[src/rtl/pc_serial_transmitter_pkg.sv]
// Shared definitions for the serial PC link: FSM encodings and default frame geometry.
// The receiver side imports the same package so both ends agree on WIDTH/STEP.
package pc_serial_transmitter_pkg;

   localparam int WIDTH_DEF = 4;
   localparam int STEP_DEF  = 5;

   typedef enum logic [1:0] {
      ST_IDLE  = 2'd0,
      ST_SHIFT = 2'd1,
      ST_INCR  = 2'd2
   } state_e;

endpackage

[src/rtl/nbit_CLA_full_adder.sv]
// N-bit carry-lookahead adder; each carry is formed directly from generate/propagate terms.
module nbit_CLA_full_adder
   import pc_serial_transmitter_pkg::*;
#(
   parameter int WIDTH = WIDTH_DEF
) (
   input  logic [WIDTH-1:0] a_i,
   input  logic [WIDTH-1:0] b_i,
   input  logic             cin_i,
   output logic [WIDTH-1:0] sum_o,
   output logic             cout_o
);

   logic [WIDTH-1:0] p;
   logic [WIDTH-1:0] g;
   logic [WIDTH:0]   c;

   assign p = a_i ^ b_i;
   assign g = a_i & b_i;

   // c[i+1] = g[i] | p[i]g[i-1] | ... | p[i]..p[0]cin, expanded without a ripple chain
   always_comb begin
      logic acc;
      logic prop;
      c    = '0;
      c[0] = cin_i;
      for (int i = 0; i < WIDTH; i++) begin
         acc  = g[i];
         prop = p[i];
         for (int j = i - 1; j >= 0; j--) begin
            acc  = acc | (prop & g[j]);
            prop = prop & p[j];
         end
         c[i+1] = acc | (prop & cin_i);
      end
   end

   assign sum_o  = p ^ c[WIDTH-1:0];
   assign cout_o = c[WIDTH];

endmodule

[src/rtl/piso_shift_register.sv]
// Parallel-in serial-out shift register; shifts left so the MSB leaves first.
module piso_shift_register
   import pc_serial_transmitter_pkg::*;
#(
   parameter int WIDTH = WIDTH_DEF
) (
   input  logic             clk,
   input  logic             rst_n,
   input  logic             load_i,
   input  logic             shift_i,
   input  logic [WIDTH-1:0] data_i,
   output logic             msb_o
);

   logic [WIDTH-1:0] sr_q;

   always_ff @(posedge clk or negedge rst_n) begin
      if (!rst_n) begin
         sr_q <= '0;
      end else if (load_i) begin
         sr_q <= data_i;
      end else if (shift_i) begin
         sr_q <= {sr_q[WIDTH-2:0], 1'b0};
      end
   end

   assign msb_o = sr_q[WIDTH-1];

endmodule

[src/rtl/pc_serial_transmitter.sv]
// Serial PC transmitter: sends the PC MSB-first with valid/ready handshake, then adds STEP.
//  state    | meaning
//  ST_IDLE  | waiting for load (PC write) or start (begin frame)
//  ST_SHIFT | presenting shift-register MSB; advances on tx_ready
//  ST_INCR  | one cycle: PC <= PC + STEP, done/wrap pulse
module pc_serial_transmitter
   import pc_serial_transmitter_pkg::*;
#(
   parameter int WIDTH = WIDTH_DEF,
   parameter int STEP  = STEP_DEF
) (
   input  logic             clk,
   input  logic             reset,
   input  logic             start,
   input  logic             load,
   input  logic [WIDTH-1:0] load_value,
   input  logic             tx_ready,
   output logic             tx_bit,
   output logic             tx_valid,
   output logic             tx_last,
   output logic             busy,
   output logic [WIDTH-1:0] pc,
   output logic             done,
   output logic             wrap
);

   localparam int             CW      = $clog2(WIDTH);
   localparam logic [CW-1:0]  CNT_TOP = CW'(WIDTH - 1);
   localparam logic [CW-1:0]  CNT_ONE = CW'(1);
   localparam logic [WIDTH-1:0] STEP_V = WIDTH'(STEP);

   state_e           state_q;
   logic [WIDTH-1:0] pc_q;
   logic [WIDTH-1:0] pc_d;
   logic [CW-1:0]    cnt_q;
   logic             tx_valid_q;
   logic             tx_last_q;
   logic             done_q;
   logic             wrap_q;
   logic             carry_d;
   logic             sh_load;
   logic             sh_shift;

   assign sh_load  = (state_q == ST_IDLE) && start && !load;
   assign sh_shift = (state_q == ST_SHIFT) && tx_ready && (cnt_q != '0);

   piso_shift_register #(.WIDTH(WIDTH)) u_piso (
      .clk     (clk),
      .rst_n   (reset),
      .load_i  (sh_load),
      .shift_i (sh_shift),
      .data_i  (pc_q),
      .msb_o   (tx_bit)
   );

   // pc_q is frozen outside INCR, so the carry seen while shifting is the one INCR will commit
   nbit_CLA_full_adder #(.WIDTH(WIDTH)) u_incr (
      .a_i    (pc_q),
      .b_i    (STEP_V),
      .cin_i  (1'b0),
      .sum_o  (pc_d),
      .cout_o (carry_d)
   );

   always_ff @(posedge clk or negedge reset) begin
      if (!reset) begin
         state_q    <= ST_IDLE;
         pc_q       <= '0;
         cnt_q      <= '0;
         tx_valid_q <= 1'b0;
         tx_last_q  <= 1'b0;
         done_q     <= 1'b0;
         wrap_q     <= 1'b0;
      end else begin
         case (state_q)
            ST_IDLE: begin
               if (load) begin
                  pc_q <= load_value;
               end else if (start) begin
                  state_q    <= ST_SHIFT;
                  cnt_q      <= CNT_TOP;
                  tx_valid_q <= 1'b1;
                  tx_last_q  <= 1'b0;
               end
            end
            ST_SHIFT: begin
               if (tx_ready) begin
                  if (cnt_q == '0) begin
                     state_q    <= ST_INCR;
                     tx_valid_q <= 1'b0;
                     tx_last_q  <= 1'b0;
                     done_q     <= 1'b1;
                     wrap_q     <= carry_d;
                  end else begin
                     cnt_q     <= cnt_q - CNT_ONE;
                     tx_last_q <= (cnt_q == CNT_ONE);
                  end
               end
            end
            ST_INCR: begin
               pc_q    <= pc_d;
               done_q  <= 1'b0;
               wrap_q  <= 1'b0;
               state_q <= ST_IDLE;
            end
            default: begin
               state_q <= ST_IDLE;
            end
         endcase
      end
   end

   assign tx_valid = tx_valid_q;
   assign tx_last  = tx_last_q;
   assign busy     = (state_q != ST_IDLE);
   assign pc       = pc_q;
   assign done     = done_q;
   assign wrap     = wrap_q;

endmodule
[config.mk]
export PLATFORM = sky130hd
export DESIGN_NAME = pc_serial_transmitter
export DESIGN_NICKNAME = d
export VERILOG_FILES = /design/src/rtl/pc_serial_transmitter_pkg.sv /design/src/rtl/nbit_CLA_full_adder.sv /design/src/rtl/piso_shift_register.sv /design/src/rtl/pc_serial_transmitter.sv
export SDC_FILE = /design/constraint.sdc
export NUM_CORES = 1
export LEC_CHECK = 0
export CORE_AREA = 2 2 45 47
export CTS_CLUSTER_SIZE = 20
export DETAILED_ROUTE_END_ITERATION = 6
export DIE_AREA = 0 0 47 49
export PLACE_DENSITY = 0.78
export SYNTH_ARGS = -nofsm -noshare
export SYNTH_HDL_FRONTEND = slang
export SYNTH_SLANG_ARGS = --single-unit
[constraint.sdc]
create_clock -name clk -period 3.1 [get_ports clk]
set_clock_uncertainty 0.2 [all_clocks]
set_input_delay 0.62 -clock clk [delete_from_list [all_inputs] [get_ports clk]]
set_output_delay 0.62 -clock clk [all_outputs]
set_load 0.005 [all_outputs]
==> results.ini, run 1 <==
[timing]
timing.final.setup_violations=0
grt_setup_unrepaired=no
tns_ns=0
worstMarginPinSlew_ns=0.719
layout_setup_ws_ns=0.625
final-max-slew-violation-count=0
fmax_mhz=404
final-hold-violation-count=0
relSlewSlack_pct=51.9
finalWorstPathRequiredPeriod_ns=2.47
period_share_pct=79.8

[placement]
minimum_setup_slack_after_placement_ns=0.524
io_buffer_count=18
gpl.final_weighted_congestion=0.841
final_hpwl_dp_um=1280
dp_cells=129

[power]
p_switching_mw=0.352
vdd.ir_drop.worst_uv=470
power.sequential.fraction_pct=38.9
power.share.combinational_pct=46.7
clock_power_share_pct=14.5
switching_share_pct=35.5
internal_power_mw=0.639
total_leakage_power_nw=0.506
powerDensity_nw_per_um2=882

[floorplanning]
number_of_cell_rows=16
area_of_the_core_um2=1840
overall_die_area_um2=2300
floorplan.initialDensity_pct=48.4
design.portCount=19
floorplan.die.height_um=49
die_width_um=47

[grt]
grt_pass1_vias=721
antenna_found_initial=0
grt_start_max_net_pins=20
grt.total_usage_pct=18.2
gr-total-overflow=0
grt_first_pass_wirelength_um=3140

[cts]
holdBufCountCts=0
worst_setup_hold_path_clk_slew_ns=0.10
clock_path_buffers=2
cts_max_level=1
cts_num_sinks=16
insertion_delay_ns=0.29
tritoncts_clock_tree=built
cts_made_buffers=3
count_of_cells_resized_by_post_cts_repair=0
post-cts-setup-buffer-count=0
clock-root-buffer=clkbuf_4

[synthesis]
ys.warnings.count=0
synthArstFlopShare_pct=100
synthesis.nets=100
synth_area_um2=892
avgSynthCellArea_um2=10.3
number_of_enable_flip_flop_cells_after_synthesis=0
synth-seq-cells=16
yosysSeqAreaShare_pct=44.9
synth_cells=87
synth_ff_type=dfrtp_1
synth.distinct_cells=36

[worst_setup_path]
r2r_slack_ns=1.20
worst-path-max-fanout=12
cp_data_required_time_ns=2.28
reg2reg_to=u_piso.sr_q[1]$_DFFE_PN0P_
setup.worst_path.class=reg -> out
timing.rr.start=state_q[1]$_DFFE_PN0P_
launching_element_of_the_worst_setup_path=state_q[1]$_DFFE_PN0P_
timing.critical_path.from_type=flip-flop
r2r.worst_path.cells=3
crit_end=busy
cp.arrival_ns=1.65
worst_setup_path_end_kind=output pin

[final_layout]
final_cell_mix=18 x clkdlybuf4s50_1, 16 x dfrtp_1, 9 x nand2_1
num-fill-cells=174
antenna-diode-count=0
final-instance-count-excl-fill=133
post_route_cells_drive_above_1_share_pct=11.3
mostFrequentLayoutCell=clkdlybuf4s50_1
flow.area_growth_from_synthesis_pct=25.8
layout_nets=120

[run_status]
result_of_the_run=finished clean

[drt]
drtIter0Drc=6
dr_total_vias=700
route.antenna.remaining_nets=0
route.detailed.wl_per_inst_um=13.5
route.final.wire_length_um=1790
drt_first_pass_iters=4
detail_route.drc_violations=0
viasPerCell=5.26

[hold_path]
min-delay-path-class=reg -> reg

[job]
timing.max_cap.violations=0

-- area by class of cell --
class / instances / area [µm²] / area share, %
multi-input combinational: 62 / 445 / 39.7
sequential: 16 / 400 / 35.7
timing repair buffer: 19 / 188 / 16.7
clock buffer: 4 / 36.3 / 3.23
tap: 27 / 33.8 / 3.01
inverter: 5 / 18.8 / 1.67
-- through the flow --
step                util (%)  power (mW)  cell area (µm²)  hold WS, ns
floorplan                  -       0.663              892        0.124
global placement        59.0       0.839             1090        0.268
detailed placement      59.0       0.852             1090        0.268
CTS                     60.9       0.999             1120        0.302
global route            60.9        1.08             1120        0.315
finish                  60.9       0.990             1120        0.300
-- cell usage after synthesis, drive strengths merged, types with 2 or more instances --
master | n | area [µm²]
a21oi | 8 | 43.8
a22o | 2 | 17.5
a22oi | 2 | 15.0
buf | 3 | 23.8
dfrtp | 16 | 400
ha | 4 | 50.1
inv | 5 | 18.8
mux2 | 2 | 22.5
mux2i | 3 | 30.0
nand2 | 9 | 33.8
nand2b | 2 | 12.5
nand3b | 2 | 15.0
nor2 | 3 | 11.3
nor2b | 3 | 18.8
o21ai | 6 | 30.0
-- worst max-delay path: stages, from the launching register on --
cell	delay, ns
dfrtp_1	0.54
or2_2	0.37
clkdlybuf4s50_1	0.45
-- layer usage --
| layer | vias to the layer above | wire (µm) | track usage (%) |
|---|---|---|---|
| li1 | 349 | - | - |
| met1 | 331 | 931 | 26.2 |
| met2 | 18 | 776 | 27.4 |
| met3 | 2 | 66 | 3.33 |
| met4 | 0 | 19 | 5.56 |
| met5 | - | 0 | 0 |
-- sequential cells by signal, indices dropped and copies added, names as in the netlist --
signal       flops
done             1
u_piso.sr_q      4
wrap             1
tx_last          1
cnt_q            2
pc               4
tx_valid         1
state_q          2
-- logic make-up after synthesis --
kind of cell | share of synthesized area (%)
flops | 44.9
mux | 5.89
simple gates | 19.5
buf+inv | 5.19
fa+ha+maj | 5.61
compound gates | 18.9
-- power groups by stage --
stage	sequential [mW]	clock, mW	combinational, mW
5_1_grt	0.400	0.156	0.525
2_1_floorplan	0.372	0	0.291
3_5_place_dp	0.388	0	0.465
6_report	0.385	0.143	0.462
4_1_cts	0.385	0.146	0.467
3_3_place_gp	0.384	0	0.455
-- how the worst min path moves through the flow --
| stage | from | slack (ns) | end | depth (start not counted) |
|---|---|---|---|---|
| 2_1_floorplan | reset | 0.12 | cnt_q[0]$_DFFE_PN0P_ | 0 |
| 3_3_place_gp | done$_DFFE_PN0P_ | 0.27 | done$_DFFE_PN0P_ | 2 |
| 3_5_place_dp | done$_DFFE_PN0P_ | 0.27 | done$_DFFE_PN0P_ | 2 |
| 4_1_cts | done$_DFFE_PN0P_ | 0.30 | done$_DFFE_PN0P_ | 2 |
| 5_1_grt | done$_DFFE_PN0P_ | 0.31 | done$_DFFE_PN0P_ | 2 |
| 6_report | done$_DFFE_PN0P_ | 0.30 | done$_DFFE_PN0P_ | 2 |
(Power assumes the default switching activity.)
==> inputs of run 2 (changes only) <==
CORE_AREA = 2 2 46 48   (was 2 2 45 47)
DIE_AREA = 0 0 48 50   (was 0 0 47 49)
PLACE_DENSITY = 0.75   (was 0.78)
clock period = 2.4 ns   (was 3.1 ns; I/O delays follow)
==> results.ini, run 2 (synthesis results as in run 1) <==
[drt]
detail_route.wirelength.met1_um=905
route.detailed.wl_per_inst_um=13.5
wl_met2_um=855
viasPerCell=5.18
dr_total_vias=704
route.top_layer_used=met4
detail_route.drc_violations=0
met3_wirelength_um=37
drtIter0Drc=13
route.final.wire_length_um=1840
route.antenna.remaining_nets=0
drt_first_pass_iters=4

[floorplanning]
die_width_um=48
area_of_the_core_um2=1900
overall_die_area_um2=2400
design.portCount=19
number_of_cell_rows=16
floorplan.die.height_um=50
floorplan.initialDensity_pct=46.9

[timing]
final-max-slew-violation-count=0
fmax_mhz=470
worstMarginPinSlew_ns=0.251
finalWorstPathRequiredPeriod_ns=2.13
layout_setup_ws_ns=0.271
final-hold-violation-count=0
timing.final.setup_violations=0
tns_ns=0
period_share_pct=88.7
relSlewSlack_pct=83.2
grt_setup_unrepaired=no

[worst_setup_path]
timing.critical_path.from_type=flip-flop
worst_setup_path_end_kind=output pin
setup.worst_path.class=reg -> out
cp.arrival_ns=1.45
worst-path-max-fanout=2
cp_data_required_time_ns=1.72

[cts]
cts_num_sinks=16
tritoncts_clock_tree=built
post-cts-setup-buffer-count=0
clock-root-buffer=clkbuf_4
worst_setup_hold_path_clk_slew_ns=0.09
count_of_cells_resized_by_post_cts_repair=0
insertion_delay_ns=0.29
holdBufCountCts=0
clock_path_buffers=2
cts_max_level=1
cts_made_buffers=3

[placement]
final_hpwl_dp_um=1310
io_buffer_count=18
gpl.final_weighted_congestion=0.746
minimum_setup_slack_after_placement_ns=0.179

[final_layout]
mostFrequentLayoutCell=clkdlybuf4s50_1
layout_nets=124
antenna-diode-count=0
post_route_cells_drive_above_1_share_pct=13.8
final_cell_mix=18 x clkdlybuf4s50_1, 16 x dfrtp_1, 9 x nand2_1
flow.area_growth_from_synthesis_pct=27.6

[grt]
grt_pass1_vias=679
antenna_found_initial=0
grt_start_max_net_pins=19
gr-total-overflow=0
grt.total_usage_pct=17.9
grt_first_pass_wirelength_um=2970

[job]
timing.max_cap.violations=0

[run_status]
result_of_the_run=finished clean

[power]
vdd.ir_drop.worst_uv=478
powerDensity_nw_per_um2=1100
total_leakage_power_nw=0.519

[hold_path]
min-delay-path-class=reg -> reg

run 2: cell count changes in the layout (fill, tap and decap cells not counted):
cell	before	now
buf_4	1	5
clkbuf_8	1	0
run 2: cell type report:
type                            count  area [µm²]
Fill cell                         171         763
Multi-Input combinational cell     62         445
Sequential cell                    16         400
Timing Repair Buffer               23         218
Tap cell                           27        33.8
Clock buffer                        3        22.5
Inverter                            5        18.8
run 2: power by group:
group	leakage, nW	internal [mW]	switching (mW)	total, mW
Clock	0.0138	0.0584	0.0853	0.144
Combinational	0.306	0.356	0.261	0.617
Sequential	0.199	0.386	0.105	0.491
Total	0.519	0.801	0.452	1.25
run 2: critical path: stages (launching register included):
cell,delay [ns]
dfrtp_1,0.40
or2_2,0.31
clkdlybuf4s50_1,0.45
run 2: final timing paths:
path | to | cells past startpoint | from | slack, ns
max | busy | 2 | state_q[1]$_DFFE_PN0P_ | 0.27
min | done$_DFFE_PN0P_ | 2 | done$_DFFE_PN0P_ | 0.28
max reg2reg | u_piso.sr_q[1]$_DFFE_PN0P_ | 4 | state_q[0]$_DFFE_PN0P_ | 0.59
min reg2reg | done$_DFFE_PN0P_ | 2 | done$_DFFE_PN0P_ | 0.28
max in group asynchronous | cnt_q[1]$_DFFE_PN0P_ | 2 | reset | 1.52
min in group asynchronous | pc[1]$_DFFE_PN0P_ | 2 | reset | 0.30
run 2: per-layer routing:
layer,global-route usage [%],vias up
met1,22.2,333
met3,3.30,4
li1,-,354
met2,27.6,13
met4,10.8,0
met5,0,-
run 2: through the flow:
step	utilization, %	cell area (µm²)	hold slack [ns]	instances	power [mW]
3_3_place_gp	58.7	1120	0.261	133	1.10
2_1_floorplan	-	892	-0.0156	87	0.857
4_1_cts	59.9	1140	0.290	136	1.26
6_report	59.9	1140	0.282	136	1.25
3_5_place_dp	58.7	1120	0.269	133	1.11
5_1_grt	59.9	1140	0.327	136	1.36
==> inputs of run 3 (changes only) <==
clock period = 2.14 ns   (was 2.4 ns; I/O delays follow)
==> results.ini, run 3 (synthesis results as in run 1) <==
[run_status]
result_of_the_run=finished clean

[drt]
viasPerCell=5.09
route.final.wire_length_um=1830
drtIter0Drc=7
dr_total_vias=717
drt_first_pass_iters=4
detail_route.drc_violations=0
route.detailed.wl_per_inst_um=13.0
route.antenna.remaining_nets=0

[worst_setup_path]
critical_path.top_delay_family=buffers and inverters
setup.worst_path.class=reg -> out
cp.arrival_ns=1.31
timing.critical_path.from_type=flip-flop
cp_data_required_time_ns=1.51
cp.buffers_inverters=1
worst_path_max_delay_cell=clkdlybuf4s50_1
critical-path-max-stage-delay_ns=0.54
worst-path-max-fanout=7
timing.critical_path.cells=clkdlybuf4s50_1
worst_setup_path_end_kind=output pin

[floorplanning]
die_width_um=48
number_of_cell_rows=16
floorplan.die.height_um=50
floorplan.initialDensity_pct=46.9
area_of_the_core_um2=1900
design.portCount=19
overall_die_area_um2=2400

[power]
total_leakage_power_nw=0.553
vdd.ir_drop.worst_uv=594
powerDensity_nw_per_um2=1250

[final_layout]
flow.area_growth_from_synthesis_pct=33.0
final-instance-count-excl-fill=141
layout_nets=128
post_route_cells_drive_above_1_share_pct=18.4
num-fill-cells=171
post-route-util_pct=62.4
mostFrequentLayoutCell=clkdlybuf4s50_1
final_cell_mix=17 x clkdlybuf4s50_1, 15 x dfrtp_1, 9 x nand2_1, 9 x buf_4, 7 x a21oi_1
antenna-diode-count=0

[placement]
gpl.final_weighted_congestion=0.735
io_buffer_count=18
final_hpwl_dp_um=1320
dp_cells=135

[cts]
clock_path_buffers=2
insertion_delay_ns=0.29
worst_setup_hold_path_clk_slew_ns=0.10
tritoncts_clock_tree=built
cts_num_sinks=16
clock-root-buffer=clkbuf_4
cts_made_buffers=3
holdBufCountCts=0
cts_max_level=1

[grt]
grt.total_usage_pct=17.9
antenna_found_initial=0
grt_first_pass_wirelength_um=3040
grt_start_max_net_pins=17
grt_pass1_vias=692
gr-total-overflow=0

[job]
timing.max_cap.violations=0

[timing]
final-hold-violation-count=0
tns_ns=0
timing.final.setup_violations=0
final-max-slew-violation-count=0
timing.hold.ws_ns=0.242
period_share_pct=90.4
fmax_mhz=517
relSlewSlack_pct=83.4
worstMarginPinSlew_ns=0.248
finalWorstPathRequiredPeriod_ns=1.93
grt_setup_unrepaired=no

[hold_path]
min-delay-path-class=in -> async

## run 3: cell types whose count changed in the layout (fill, tap and decap cells not counted)
cell / before / now
dlymetal6s2s_1: 0 / 1
dfrtp_2: 0 / 1
buf_4: 5 / 9
clkbuf_8: 0 / 1
dfrtp_1: 16 / 15
clkdlybuf4s50_1: 18 / 17
## run 3: path summary, 6_finish.rpt
check,start,end,slack [ns],cells after the start
worst min register to register,done$_DFFE_PN0P_,done$_DFFE_PN0P_,0.29,2
worst min-delay path,reset,pc[1]$_DFFE_PN0P_,0.24,2
max in group asynchronous,reset,state_q[0]$_DFFE_PN0P_,1.30,2
worst max register to register,state_q[0]$_DFFE_PN0P_,u_piso.sr_q[1]$_DFFE_PN0P_,0.38,4
min in group clk,done$_DFFE_PN0P_,done$_DFFE_PN0P_,0.29,2
worst max-delay path,pc[0]$_DFFE_PN0P_,pc[0],0.21,1
## run 3: through the flow
| step | setup slack [ns] | power (mW) | area [µm²] |
|---|---|---|---|
| floorplan | 0.367 | 0.961 | 892 |
| global placement | -0.0194 | 1.25 | 1130 |
| detailed placement | -0.0503 | 1.27 | 1130 |
| CTS | 0.0104 | 1.48 | 1170 |
| global route | 0.123 | 1.61 | 1190 |
| finish | 0.205 | 1.48 | 1190 |
## run 3: report_power, final
part           leakage [nW]  switching, mW  internal [mW]  total (mW)
Sequential            0.198          0.126          0.435       0.561
Clock                0.0210         0.0983          0.103       0.202
Combinational         0.334          0.289          0.430       0.719
## run 3: routing by layer
layer / GRT usage (%) / vias up / part of all wire, %
met1: 24.7 / 341 / 49
met5: 0 / - / 0
met3: 3.30 / 2 / 2.4
li1: - / 363 / -
met4: 8.11 / 0 / 1.0
met2: 26.4 / 11 / 47
## run 3: layout make-up
| class | instances | area (µm²) | share of cell area [%] |
|---|---|---|---|
| Multi-Input combinational cell | 62 | 445 | 37.6 |
| Clock buffer | 4 | 36.3 | 3.06 |
| Timing Repair Buffer | 27 | 250 | 21.1 |
| Sequential cell | 16 | 402 | 33.9 |
| Tap cell | 27 | 33.8 | 2.85 |
| Inverter | 5 | 18.8 | 1.58 |
## run 3: worst register-to-register path: stages (launching register included)
cell and delay (ns):
dfrtp_2 0.44, buf_4 0.15, nor4b_4 0.28, mux2_1 0.34, mux2_2 0.26
## run 3: timing repair
action                                  in CTS  in global routing
gates resized for setup                      0                  2
setup buffers                                0                  2
endpoints found under the setup margin       0                  1
